--- src/rtl/csr_wport_arbiter_pkg.sv ---
// Shared types for the CSR write-port arbiter: FSM states, grant selector, counter width.
package csr_arb_pkg;

  localparam int STARVE_CNT_W = 4;

  typedef enum logic {
    S_IDLE  = 1'b0,
    S_BURST = 1'b1
  } state_t;

  typedef enum logic [1:0] {
    GNT_NONE = 2'd0,
    GNT_EXU  = 2'd1,
    GNT_INT  = 2'd2
  } gnt_t;

endpackage

--- src/rtl/csr_wport_arbiter_if.sv ---
// Bundle of the EXU request, trap-controller beat and CSR write-port signals.
interface csr_arb_if #(
  parameter int ADDR_W = 32,
  parameter int DATA_W = 32
) ();

  logic              exu_valid_i;
  logic              exu_ready_o;
  logic [ADDR_W-1:0] exu_waddr_i;
  logic [DATA_W-1:0] exu_wdata_i;
  logic              int_valid_i;
  logic              int_ready_o;
  logic [ADDR_W-1:0] int_waddr_i;
  logic [DATA_W-1:0] int_wdata_i;
  logic              int_last_i;
  logic              csr_we_o;
  logic [ADDR_W-1:0] csr_waddr_o;
  logic [DATA_W-1:0] csr_wdata_o;
  logic              busy_o;

  modport master (
    output exu_valid_i, exu_waddr_i, exu_wdata_i,
    output int_valid_i, int_waddr_i, int_wdata_i, int_last_i,
    input  exu_ready_o, int_ready_o,
    input  csr_we_o, csr_waddr_o, csr_wdata_o, busy_o
  );

  modport slave (
    input  exu_valid_i, exu_waddr_i, exu_wdata_i,
    input  int_valid_i, int_waddr_i, int_wdata_i, int_last_i,
    output exu_ready_o, int_ready_o,
    output csr_we_o, csr_waddr_o, csr_wdata_o, busy_o
  );

endinterface

--- src/rtl/csr_wport_arbiter_wbuf.sv ---
// One-entry holding buffer for EXU CSR writes; a pop and a push may happen in the same cycle.
module csr_arb_wbuf #(
  parameter int ADDR_W = 32,
  parameter int DATA_W = 32
) (
  input  logic              clk,
  input  logic              rst,
  input  logic              push,
  input  logic [ADDR_W-1:0] push_addr,
  input  logic [DATA_W-1:0] push_data,
  input  logic              pop,
  output logic              ready,
  output logic              valid,
  output logic [ADDR_W-1:0] addr,
  output logic [DATA_W-1:0] data
);

  logic              valid_reg;
  logic [ADDR_W-1:0] addr_reg;
  logic [DATA_W-1:0] data_reg;

  assign ready = ~valid_reg | pop;
  assign valid = valid_reg;
  assign addr  = addr_reg;
  assign data  = data_reg;

  always_ff @(posedge clk) begin
    if (rst) begin
      valid_reg <= 1'b0;
    end else if (push && ready) begin
      valid_reg <= 1'b1;
    end else if (pop) begin
      valid_reg <= 1'b0;
    end
  end

  always_ff @(posedge clk) begin
    if (rst) begin
      addr_reg <= '0;
      data_reg <= '0;
    end else if (push && ready) begin
      addr_reg <= push_addr;
      data_reg <= push_data;
    end
  end

endmodule

--- src/rtl/csr_wport_arbiter.sv ---
// Shares the CSR-file write port between buffered EXU writes and unbuffered trap bursts.
// Optional stall counter output is enabled with `define CSR_ARB_PERF_EN.
module csr_wport_arbiter
  import csr_arb_pkg::*;
#(
  parameter int ADDR_W       = 32,
  parameter int DATA_W       = 32,
  parameter int STARVE_LIMIT = 4
) (
  input  logic        clk,
  input  logic        rst,
  csr_arb_if.slave    bus
`ifdef CSR_ARB_PERF_EN
  ,
  output logic [31:0] exu_stall_cnt_o
`endif
);

  localparam logic [STARVE_CNT_W-1:0] STARVE_MAX = STARVE_CNT_W'(STARVE_LIMIT);

  state_t                  state_reg, state_next;
  logic [STARVE_CNT_W-1:0] starve_cnt_reg, starve_cnt_next;
  gnt_t                    gnt_sel;

  logic              buf_valid, buf_ready, buf_grant, int_grant;
  logic [ADDR_W-1:0] buf_addr;
  logic [DATA_W-1:0] buf_data;

  logic              csr_we_reg;
  logic [ADDR_W-1:0] csr_waddr_reg;
  logic [DATA_W-1:0] csr_wdata_reg;

  csr_arb_wbuf #(
    .ADDR_W (ADDR_W),
    .DATA_W (DATA_W)
  ) u_wbuf (
    .clk       (clk),
    .rst       (rst),
    .push      (bus.exu_valid_i),
    .push_addr (bus.exu_waddr_i),
    .push_data (bus.exu_wdata_i),
    .pop       (buf_grant),
    .ready     (buf_ready),
    .valid     (buf_valid),
    .addr      (buf_addr),
    .data      (buf_data)
  );

  always_ff @(posedge clk) begin
    if (rst) begin
      state_reg      <= S_IDLE;
      starve_cnt_reg <= '0;
    end else begin
      state_reg      <= state_next;
      starve_cnt_reg <= starve_cnt_next;
    end
  end

  // Grant selection; nothing is granted while reset is held so no write escapes the reset cycle.
  always_comb begin
    gnt_sel = GNT_NONE;
    if (!rst) begin
      if (state_reg == S_BURST) begin
        if (bus.int_valid_i) gnt_sel = GNT_INT;
      end else if (bus.int_valid_i && buf_valid && (starve_cnt_reg == STARVE_MAX)) begin
        gnt_sel = GNT_EXU;
      end else if (bus.int_valid_i) begin
        gnt_sel = GNT_INT;
      end else if (buf_valid) begin
        gnt_sel = GNT_EXU;
      end
    end
  end

  assign buf_grant = (gnt_sel == GNT_EXU);
  assign int_grant = (gnt_sel == GNT_INT);

  always_comb begin
    state_next      = state_reg;
    starve_cnt_next = starve_cnt_reg;
    if (state_reg == S_IDLE) begin
      if (int_grant && !bus.int_last_i) state_next = S_BURST;
      if (buf_grant) begin
        starve_cnt_next = '0;
      end else if (int_grant && buf_valid && (starve_cnt_reg != '1)) begin
        starve_cnt_next = starve_cnt_reg + 1'b1;
      end
    end else if (int_grant && bus.int_last_i) begin
      state_next = S_IDLE;
    end
    if (!buf_valid) starve_cnt_next = '0;
  end

  always_ff @(posedge clk) begin
    if (rst) begin
      csr_we_reg    <= 1'b0;
      csr_waddr_reg <= '0;
      csr_wdata_reg <= '0;
    end else begin
      csr_we_reg <= int_grant | buf_grant;
      if (int_grant) begin
        csr_waddr_reg <= bus.int_waddr_i;
        csr_wdata_reg <= bus.int_wdata_i;
      end else if (buf_grant) begin
        csr_waddr_reg <= buf_addr;
        csr_wdata_reg <= buf_data;
      end
    end
  end

  assign bus.exu_ready_o = buf_ready;
  assign bus.int_ready_o = int_grant;
  assign bus.csr_we_o    = csr_we_reg;
  assign bus.csr_waddr_o = csr_waddr_reg;
  assign bus.csr_wdata_o = csr_wdata_reg;
  assign bus.busy_o      = buf_valid | (state_reg == S_BURST);

`ifdef CSR_ARB_PERF_EN
  logic [31:0] stall_cnt_reg;

  always_ff @(posedge clk) begin
    if (rst) begin
      stall_cnt_reg <= '0;
    end else if (buf_valid && !buf_grant && (stall_cnt_reg != '1)) begin
      stall_cnt_reg <= stall_cnt_reg + 1'b1;
    end
  end

  assign exu_stall_cnt_o = stall_cnt_reg;
`endif

endmodule

--- src/flat_wrapper.sv ---
// flat-port wrapper written by rule: the top's interface ports become plain ports
module csr_wport_arbiter_flat import csr_arb_pkg::*;
#(
  parameter int ADDR_W       = 32,
  parameter int DATA_W       = 32,
  parameter int STARVE_LIMIT = 4
)
  (clk, rst, bus_exu_valid_i, bus_exu_waddr_i, bus_exu_wdata_i, bus_int_valid_i, bus_int_waddr_i, bus_int_wdata_i, bus_int_last_i, bus_exu_ready_o, bus_int_ready_o, bus_csr_we_o, bus_csr_waddr_o, bus_csr_wdata_o, bus_busy_o);
  csr_arb_if #(.ADDR_W(ADDR_W), .DATA_W(DATA_W)) bus_i ();
  input  logic clk;
  input  logic rst;
  input wire logic [$bits(bus_i.exu_valid_i)-1:0] bus_exu_valid_i;
  input wire logic [$bits(bus_i.exu_waddr_i)-1:0] bus_exu_waddr_i;
  input wire logic [$bits(bus_i.exu_wdata_i)-1:0] bus_exu_wdata_i;
  input wire logic [$bits(bus_i.int_valid_i)-1:0] bus_int_valid_i;
  input wire logic [$bits(bus_i.int_waddr_i)-1:0] bus_int_waddr_i;
  input wire logic [$bits(bus_i.int_wdata_i)-1:0] bus_int_wdata_i;
  input wire logic [$bits(bus_i.int_last_i)-1:0] bus_int_last_i;
  output wire logic [$bits(bus_i.exu_ready_o)-1:0] bus_exu_ready_o;
  output wire logic [$bits(bus_i.int_ready_o)-1:0] bus_int_ready_o;
  output wire logic [$bits(bus_i.csr_we_o)-1:0] bus_csr_we_o;
  output wire logic [$bits(bus_i.csr_waddr_o)-1:0] bus_csr_waddr_o;
  output wire logic [$bits(bus_i.csr_wdata_o)-1:0] bus_csr_wdata_o;
  output wire logic [$bits(bus_i.busy_o)-1:0] bus_busy_o;
  assign bus_i.exu_valid_i = bus_exu_valid_i;
  assign bus_i.exu_waddr_i = bus_exu_waddr_i;
  assign bus_i.exu_wdata_i = bus_exu_wdata_i;
  assign bus_i.int_valid_i = bus_int_valid_i;
  assign bus_i.int_waddr_i = bus_int_waddr_i;
  assign bus_i.int_wdata_i = bus_int_wdata_i;
  assign bus_i.int_last_i = bus_int_last_i;
  assign bus_exu_ready_o = bus_i.exu_ready_o;
  assign bus_int_ready_o = bus_i.int_ready_o;
  assign bus_csr_we_o = bus_i.csr_we_o;
  assign bus_csr_waddr_o = bus_i.csr_waddr_o;
  assign bus_csr_wdata_o = bus_i.csr_wdata_o;
  assign bus_busy_o = bus_i.busy_o;
  csr_wport_arbiter #(.ADDR_W(ADDR_W), .DATA_W(DATA_W), .STARVE_LIMIT(STARVE_LIMIT)) u_core (.clk(clk), .rst(rst), .bus(bus_i));
endmodule
--- config.mk ---
export PLATFORM = sky130hd
export DESIGN_NAME = csr_wport_arbiter_flat
export DESIGN_NICKNAME = d
export VERILOG_FILES = /design/src/rtl/csr_wport_arbiter_pkg.sv /design/src/rtl/csr_wport_arbiter_if.sv /design/src/rtl/csr_wport_arbiter_wbuf.sv /design/src/rtl/csr_wport_arbiter.sv /design/src/flat_wrapper.sv
export SDC_FILE = /design/constraint.sdc
export NUM_CORES = 1
export LEC_CHECK = 0
export BUFFER_PORTS_ARGS = -buffer_cell sky130_fd_sc_hd__buf_2
export CAP_MARGIN = 20
export CORE_MARGIN = 3
export CORE_UTILIZATION = 54
export CTS_CLUSTER_DIAMETER = 100
export DETAILED_ROUTE_END_ITERATION = 12
export PLACE_DENSITY_LB_ADDON = 0.2
export SLEW_MARGIN = 20
export SYNTH_ARGS = -nofsm -noshare
export SYNTH_HDL_FRONTEND = slang
export SYNTH_SLANG_ARGS = --single-unit
export TNS_END_PERCENT = 20
--- constraint.sdc ---
create_clock -name clk -period 5.6 [get_ports clk]
set_input_delay 0.56 -clock clk [delete_from_list [all_inputs] [get_ports clk]]
set_output_delay 0.56 -clock clk [all_outputs]
set_load 0.01 [all_outputs]
Word-level counts from Yosys, hierarchy flattened
Index checks and enable logic that the tools add are counted.
{"block": "classes", "addsub": 1, "eq_ne": 4, "mux": 17, "n_bitwise": 5, "n_reduce_logical": 13}
{"operator": "2-to-1 mux 32 bit", "n": 4}
{"operator": "2-to-1 mux 2 bit", "n": 5}
{"operator": "2-to-1 mux 4 bit", "n": 2}
{"operator": "logical AND 1 bit", "n": 7}
{"operator": "2-to-1 mux 1 bit", "n": 6}
{"operator": "nonzero test 2 bit", "n": 3}
{"operator": "adder 4 x 1 -> 4 bit (second input constant)", "n": 1}
{"operator": "equality test 4 x 3 -> 1 bit (second input constant)", "n": 1}
{"operator": "inequality test 4 bit (second input constant)", "n": 1}
{"operator": "bitwise OR 1 bit", "n": 3}
{"operator": "equality test 2 x 1 -> 1 bit (second input constant)", "n": 1}
{"operator": "equality test 2 bit (second input constant)", "n": 1}
{"operator": "inverter 1 bit", "n": 2}
{"operator": "AND reduction 2 bit", "n": 1}
{"operator": "OR reduction 2 bit", "n": 1}
{"operator": "logical NOT 1 bit", "n": 1}
{"block": "word_totals", "register_bits": 135, "input_bits": 133, "out_inout_bits": 68, "word_cells": 48}

Longest topological paths before layout
{"block": "logic_depth", "ltp_word": 10, "ltp_mapped": 12, "mapped_depth_nobuf": 10}

Cells and area by module
A second synthesis with hierarchy kept.
{"block": "hier_totals", "hier_cells": 618, "hier_area_um2": 6226.0}
{"mod": "csr_wport_arbiter", "n_inst": 1, "cells_each": 323, "area_each_um2": 3425.8, "seq_area_each_um2": 1401.3}
{"mod": "csr_arb_wbuf", "n_inst": 1, "cells_each": 295, "area_each_um2": 2800.2, "seq_area_each_um2": 1301.2}

Worst setup path after synthesis
No wires, ideal clock.
{"block": "synth_timing", "path_kind": "input-to-reg", "start": "input rst", "end": "register u_core.csr_wdata_reg[22] (netlist: u_core.bus.csr_wdata_o[22])", "setup_ps": 128, "arrival_ps": 2112, "t_required_ps": 5472, "setup_slack_ps": 3360, "cell_stages": 10, "n_path_buf": 3, "path_cell_list": "buf_2 nor2b_1 o21ai_0 inv_1 ha_1 buf_2 buf_4 mux2_2 mux2i_1 nor2_1"}
{"block": "synth_via", "elab_chain_cells": 3, "elab_cells_between_ends": 5, "classes_between": "eq/ne: 2; mux: 2; reduce/logical: 1"}
{"item": "start, declared", "line_no": "flat_wrapper.sv:11", "source": "input logic rst;"}
{"item": "2-to-1 mux 2 bit (*)", "line_no": "csr_wport_arbiter.sv:62", "source": "if (!rst) begin"}
{"item": "equality test 2 bit (*)", "line_no": "csr_wport_arbiter.sv:76", "source": "assign int_grant = (gnt_sel == GNT_INT);"}
{"item": "via bus_int_ready_o", "line_no": "flat_wrapper.sv:20", "source": "output wire logic [$bits(bus_i.int_ready_o)-1:0] bus_int_ready_o;"}
{"item": "2-to-1 mux 32 bit or nonzero test 2 bit (tied branches)"}
{"item": "end signal, assigned", "line_no": "csr_wport_arbiter.sv:103", "source": "csr_wdata_reg <= bus.int_wdata_i;"}
{"item": "end signal, assigned", "line_no": "csr_wport_arbiter.sv:106", "source": "csr_wdata_reg <= buf_data;"}
{"item": "end, declared", "line_no": "csr_wport_arbiter.sv:31", "source": "logic [DATA_W-1:0] csr_wdata_reg;"}
Mark *: on every way through the listed nets, which the timed path passes. The rest lies on a longest branch.
A chain may end at the register's enable or synchronous reset.

Worst setup path after layout
{"block": "layout_timing", "start": "register u_core.starve_cnt_reg[0]", "end": "output bus_exu_ready_o"}
{"block": "layout_via", "elab_chain_cells": 7}
{"item": "start, declared", "line_no": "csr_wport_arbiter.sv:22", "source": "logic [STARVE_CNT_W-1:0] starve_cnt_reg, starve_cnt_next;"}
{"item": "start signal, assigned", "line_no": "csr_wport_arbiter.sv:55", "source": "starve_cnt_reg <= starve_cnt_next;"}
{"item": "equality test 4 x 3 -> 1 bit", "line_no": "csr_wport_arbiter.sv:65", "source": "end else if (bus.int_valid_i && buf_valid && (starve_cnt_reg == STARVE_MAX)) begin"}
{"item": "logical AND 1 bit", "line_no": "csr_wport_arbiter.sv:65"}
{"item": "2-to-1 mux 2 bit", "line_no": "csr_wport_arbiter.sv:65"}
{"item": "2-to-1 mux 2 bit", "line_no": "csr_wport_arbiter.sv:63", "source": "if (state_reg == S_BURST) begin"}
{"item": "2-to-1 mux 2 bit", "line_no": "csr_wport_arbiter.sv:62"}
{"item": "equality test 2 x 1 -> 1 bit", "line_no": "csr_wport_arbiter.sv:75", "source": "assign buf_grant = (gnt_sel == GNT_EXU);"}
{"item": "bitwise OR 1 bit", "line_no": "csr_wport_arbiter_wbuf.sv:22", "source": "assign ready = ~valid_reg | pop;"}
{"item": "end, declared", "line_no": "flat_wrapper.sv:19", "source": "output wire logic [$bits(bus_i.exu_ready_o)-1:0] bus_exu_ready_o;"}
Every way passes these cells.

==> key figures <==
Yosys
  • Number of enable flip-flop cells after synthesis: 0
  • Post-Syn Instances: 618
  • Post-synthesis sequential area ratio: 0.467
  • Cell area after synthesis: 5790 um^2
  • Post-synth ARST share: 0
  • Syn avg cell area: ~9.4 um^2
  • Primary FF master, synth: dfxtp_1
  • Number of nets produced by synthesis: roughly 760
  • Count of state elements after synthesis: approximately 140
  • Number of distinct library cell variants in the gate-level netlist after synthesis: 26
  • Yosys synthesis warning count: 0

Routing
  • DR WL/cell: 16.7 um
  • Detailed-router iteration count before antenna repair: 6
  • Drt first-iter violations: 314
  • Post-route antenna net violation count: 0
  • Total length of routed wires: 15600 um
  • Remaining routing DRC violations: 0
  • Detail-routed via count per cell: approximately 5.6
  • Vias after detailed routing: 5187

Timing
  • Post-route fraction of the period consumed by the critical path: 0.736
  • Fin. Hold Viols: 0
  • Achievable clock frequency: around 240 MHz
  • Unrepaired setup endpoints after global routing: no
  • Final max-slew violation count: 0
  • Shortest period the worst path allows: 4.12 ns
  • Max transition margin: 0.333
  • Accumulated negative setup slack: 0 ns
  • Actual slew at the worst max-slew pin: 1.00 ns
  • Finish-stage setup viols: 0
  • Worst setup skew after layout: between 0.01 and 0.015 ns
  • Smallest setup slack after layout: between 1 and 1.5 ns

Placed design
  • Worst Setup Slack post-DPL: slightly below 2 ns
  • Port Buffer Count: 200
  • Routability congestion estimate from global placement: about 0.84
  • Sum of net half-perimeters after detailed placement: 10400 um
  • Number of placed instances, taps included: around 900

Worst setup path
  • Top fanout value on the critical path: between 60 and 70
  • Critical Path AT: 3.56 ns
  • Register-to-register setup slack: about 2.3 ns
  • Capturing element type of the critical path: output port
  • Category of the most critical setup path: register to output port
  • Slowest cell on crit path: inv_2
  • Category of the worst setup path launch point: register
  • Chain of cells forming the critical path: inv_1 -> ha_1 -> nand3b_1 -> a211o_1 -> inv_1 -> ha_1 -> nor2b_4 -> buf_4 -> inv_2 -> buf_4 -> buf_2
  • Worst path max stage delay: between 0.6 and 0.7 ns
  • Required time of the critical path: 5.04 ns

Cells and area
  • Count of non-filler cells in the finished layout: roughly 930
  • Total of fill cells in the finished design: around 850
  • Layout Nets: about 900
  • Layout cells sized above 1: 0.382
  • Area growth from synthesis to final layout: 27.4%

Global route
  • Largest net degree at the start of global routing: between 100 and 150
  • Global-route total usage across every layer: 0.251
  • Wire length of the first global-routing pass: between 20000 and 25000 um
  • Antenna violations before repair: 2
  • Vias in the first global route: 5001
  • Total congestion overflow after global routing: 0

Status
  • Outcome: finished clean

Run
  • Maxcap violations: 0

Clock tree
  • Inserted Clock Buffers: 17
  • CTS tree: done
  • Clk buf depth: 2
  • Clock sinks: ~140
  • Clock transition at the registers of the reported paths: approximately 0.060 ns
  • H-tree depth: 4
  • CTS resizes: 0
  • Number of setup buffers added after CTS: 0
  • Buffer type at the clock tree root: clkbuf_8
  • Clock latency of the later-clocked register in the worst-skew pair: about 0.50 ns
  • CTS Hold Buffers Added: 0

Worst hold path
  • Type of the most critical hold path: input pin to register

Die
  • Initial standard-cell utilization of the core: 0.559
  • Die width: between 100 and 150 um
  • Number of rows created at floorplan: 37
  • Area enclosed by the die boundary: roughly 12000 um^2
  • Floorplan Core Area: 10400 um^2
  • Die span in y: ~110 um
  • Ports: around 200

Power and ir drop
  • Power Dens Cells: about 330 nW/um^2
  • Max VDD drop: ~0.00019 V
  • Lkg Pwr: between 3 and 4 nW
==> placed cells by master, fill, tap and decap left out, drive strengths merged, types with 2 or more instances in the layout <==
cell and n:
mux2 64, inv 9, dfxtp 135, a21oi 67
o21ai 66, buf 205, or4 3, clkbuf 18
clkinvlp 3, mux2i 64, clkinv 5, ha 4
nand3 65, o211ai 3, bufinv 3, nand2b 4
nor2 66, nor2b 2, nand3b 3
==> worst paths after layout <==
check,depth (start not counted),from,to
worst min-delay path,2,bus_int_last_i,register
worst min register to register,2,u_core.u_wbuf.data[27]$_SDFFE_PP0P_,u_core.u_wbuf.data[27]$_SDFFE_PP0P_
worst max register to register,12,u_core.starve_cnt_reg[0]$_SDFFE_PP0P_,u_core.u_wbuf.data[18]$_SDFFE_PP0P_
worst max-delay path,11,u_core.starve_cnt_reg[0]$_SDFFE_PP0P_,bus_exu_ready_o
==> where the power goes <==
part | switching [mW] | internal, mW | leakage [nW]
registers | 0.0258 | 1.01 | 1.10
logic | 0.160 | 0.144 | 2.15
clock network | 0.395 | 0.685 | 0.279
==> cells in the mapped netlist, types with 3 or more instances <==
master / count / area share
buf_4: 4 / 0.0052
ha_1: 4 / 0.0086
o21ai_0: 66 / 0.057
mux2_2: 64 / 0.12
inv_1: 7 / 0.0045
o211ai_1: 3 / 0.0039
nand3b_1: 3 / 0.0039
dfxtp_1: 135 / 0.47
nand2b_1: 4 / 0.0043
buf_2: 17 / 0.015
a21oi_1: 67 / 0.058
or4_1: 3 / 0.0039
nor2_1: 66 / 0.043
mux2i_1: 64 / 0.11
nand3_1: 65 / 0.056
clkbuf_1: 34 / 0.022
==> cell type report <==
type,instances,area (um^2),share of cell area
Inverter,8,30.0,0.00407
Sequential cell,135,2700,0.366
Timing Repair Buffer,205,1060,0.144
Multi-Input combinational cell,418,2830,0.384
Clock inverter,12,154,0.0209
Clock buffer,18,428,0.0580
Tap cell,136,170,0.0231
Antenna cell,1,2.50,0.000339
==> per-stage QoR <==
step	hold slack, ns	instance area (um^2)	util	power [mW]
final	0.254	7380	0.712	2.42
after global routing	0.229	7380	0.712	2.52
after CTS	0.232	7350	0.709	2.44
after detailed placement	0.465	6770	0.653	1.36
after global placement	0.458	6770	0.653	1.34
after floorplan	0.451	5790	-	1.25
==> worst max-delay path, delay by kind of cell (launching register included) <==
kind / cells / cell delay (ns)
buffers and inverters: 6 / 1.67
and+or+nand+nor: 2 / 0.18
DFF: 1 / 0.34
adders and majority gates: 2 / 0.45
AOI/OAI and AO/OA: 1 / 0.37
==> kinds of logic after synthesis <==
family	share of synthesized area
and+or+nand+nor	0.119
AOI/OAI and AO/OA	0.123
DFF	0.467
muxes	0.235
buffers and inverters	0.0484
adders and majority gates	0.00864
==> per-layer routing <==
metal | vias up | track usage | wire, um
met5 | - | 0 | 13
met4 | 2 | 0.0695 | 220
met3 | 14 | 0.0775 | 1140
met2 | 194 | 0.427 | 7780
met1 | 2468 | 0.308 | 6420
li1 | 2509 | - | -
(Power assumes the default switching activity.)
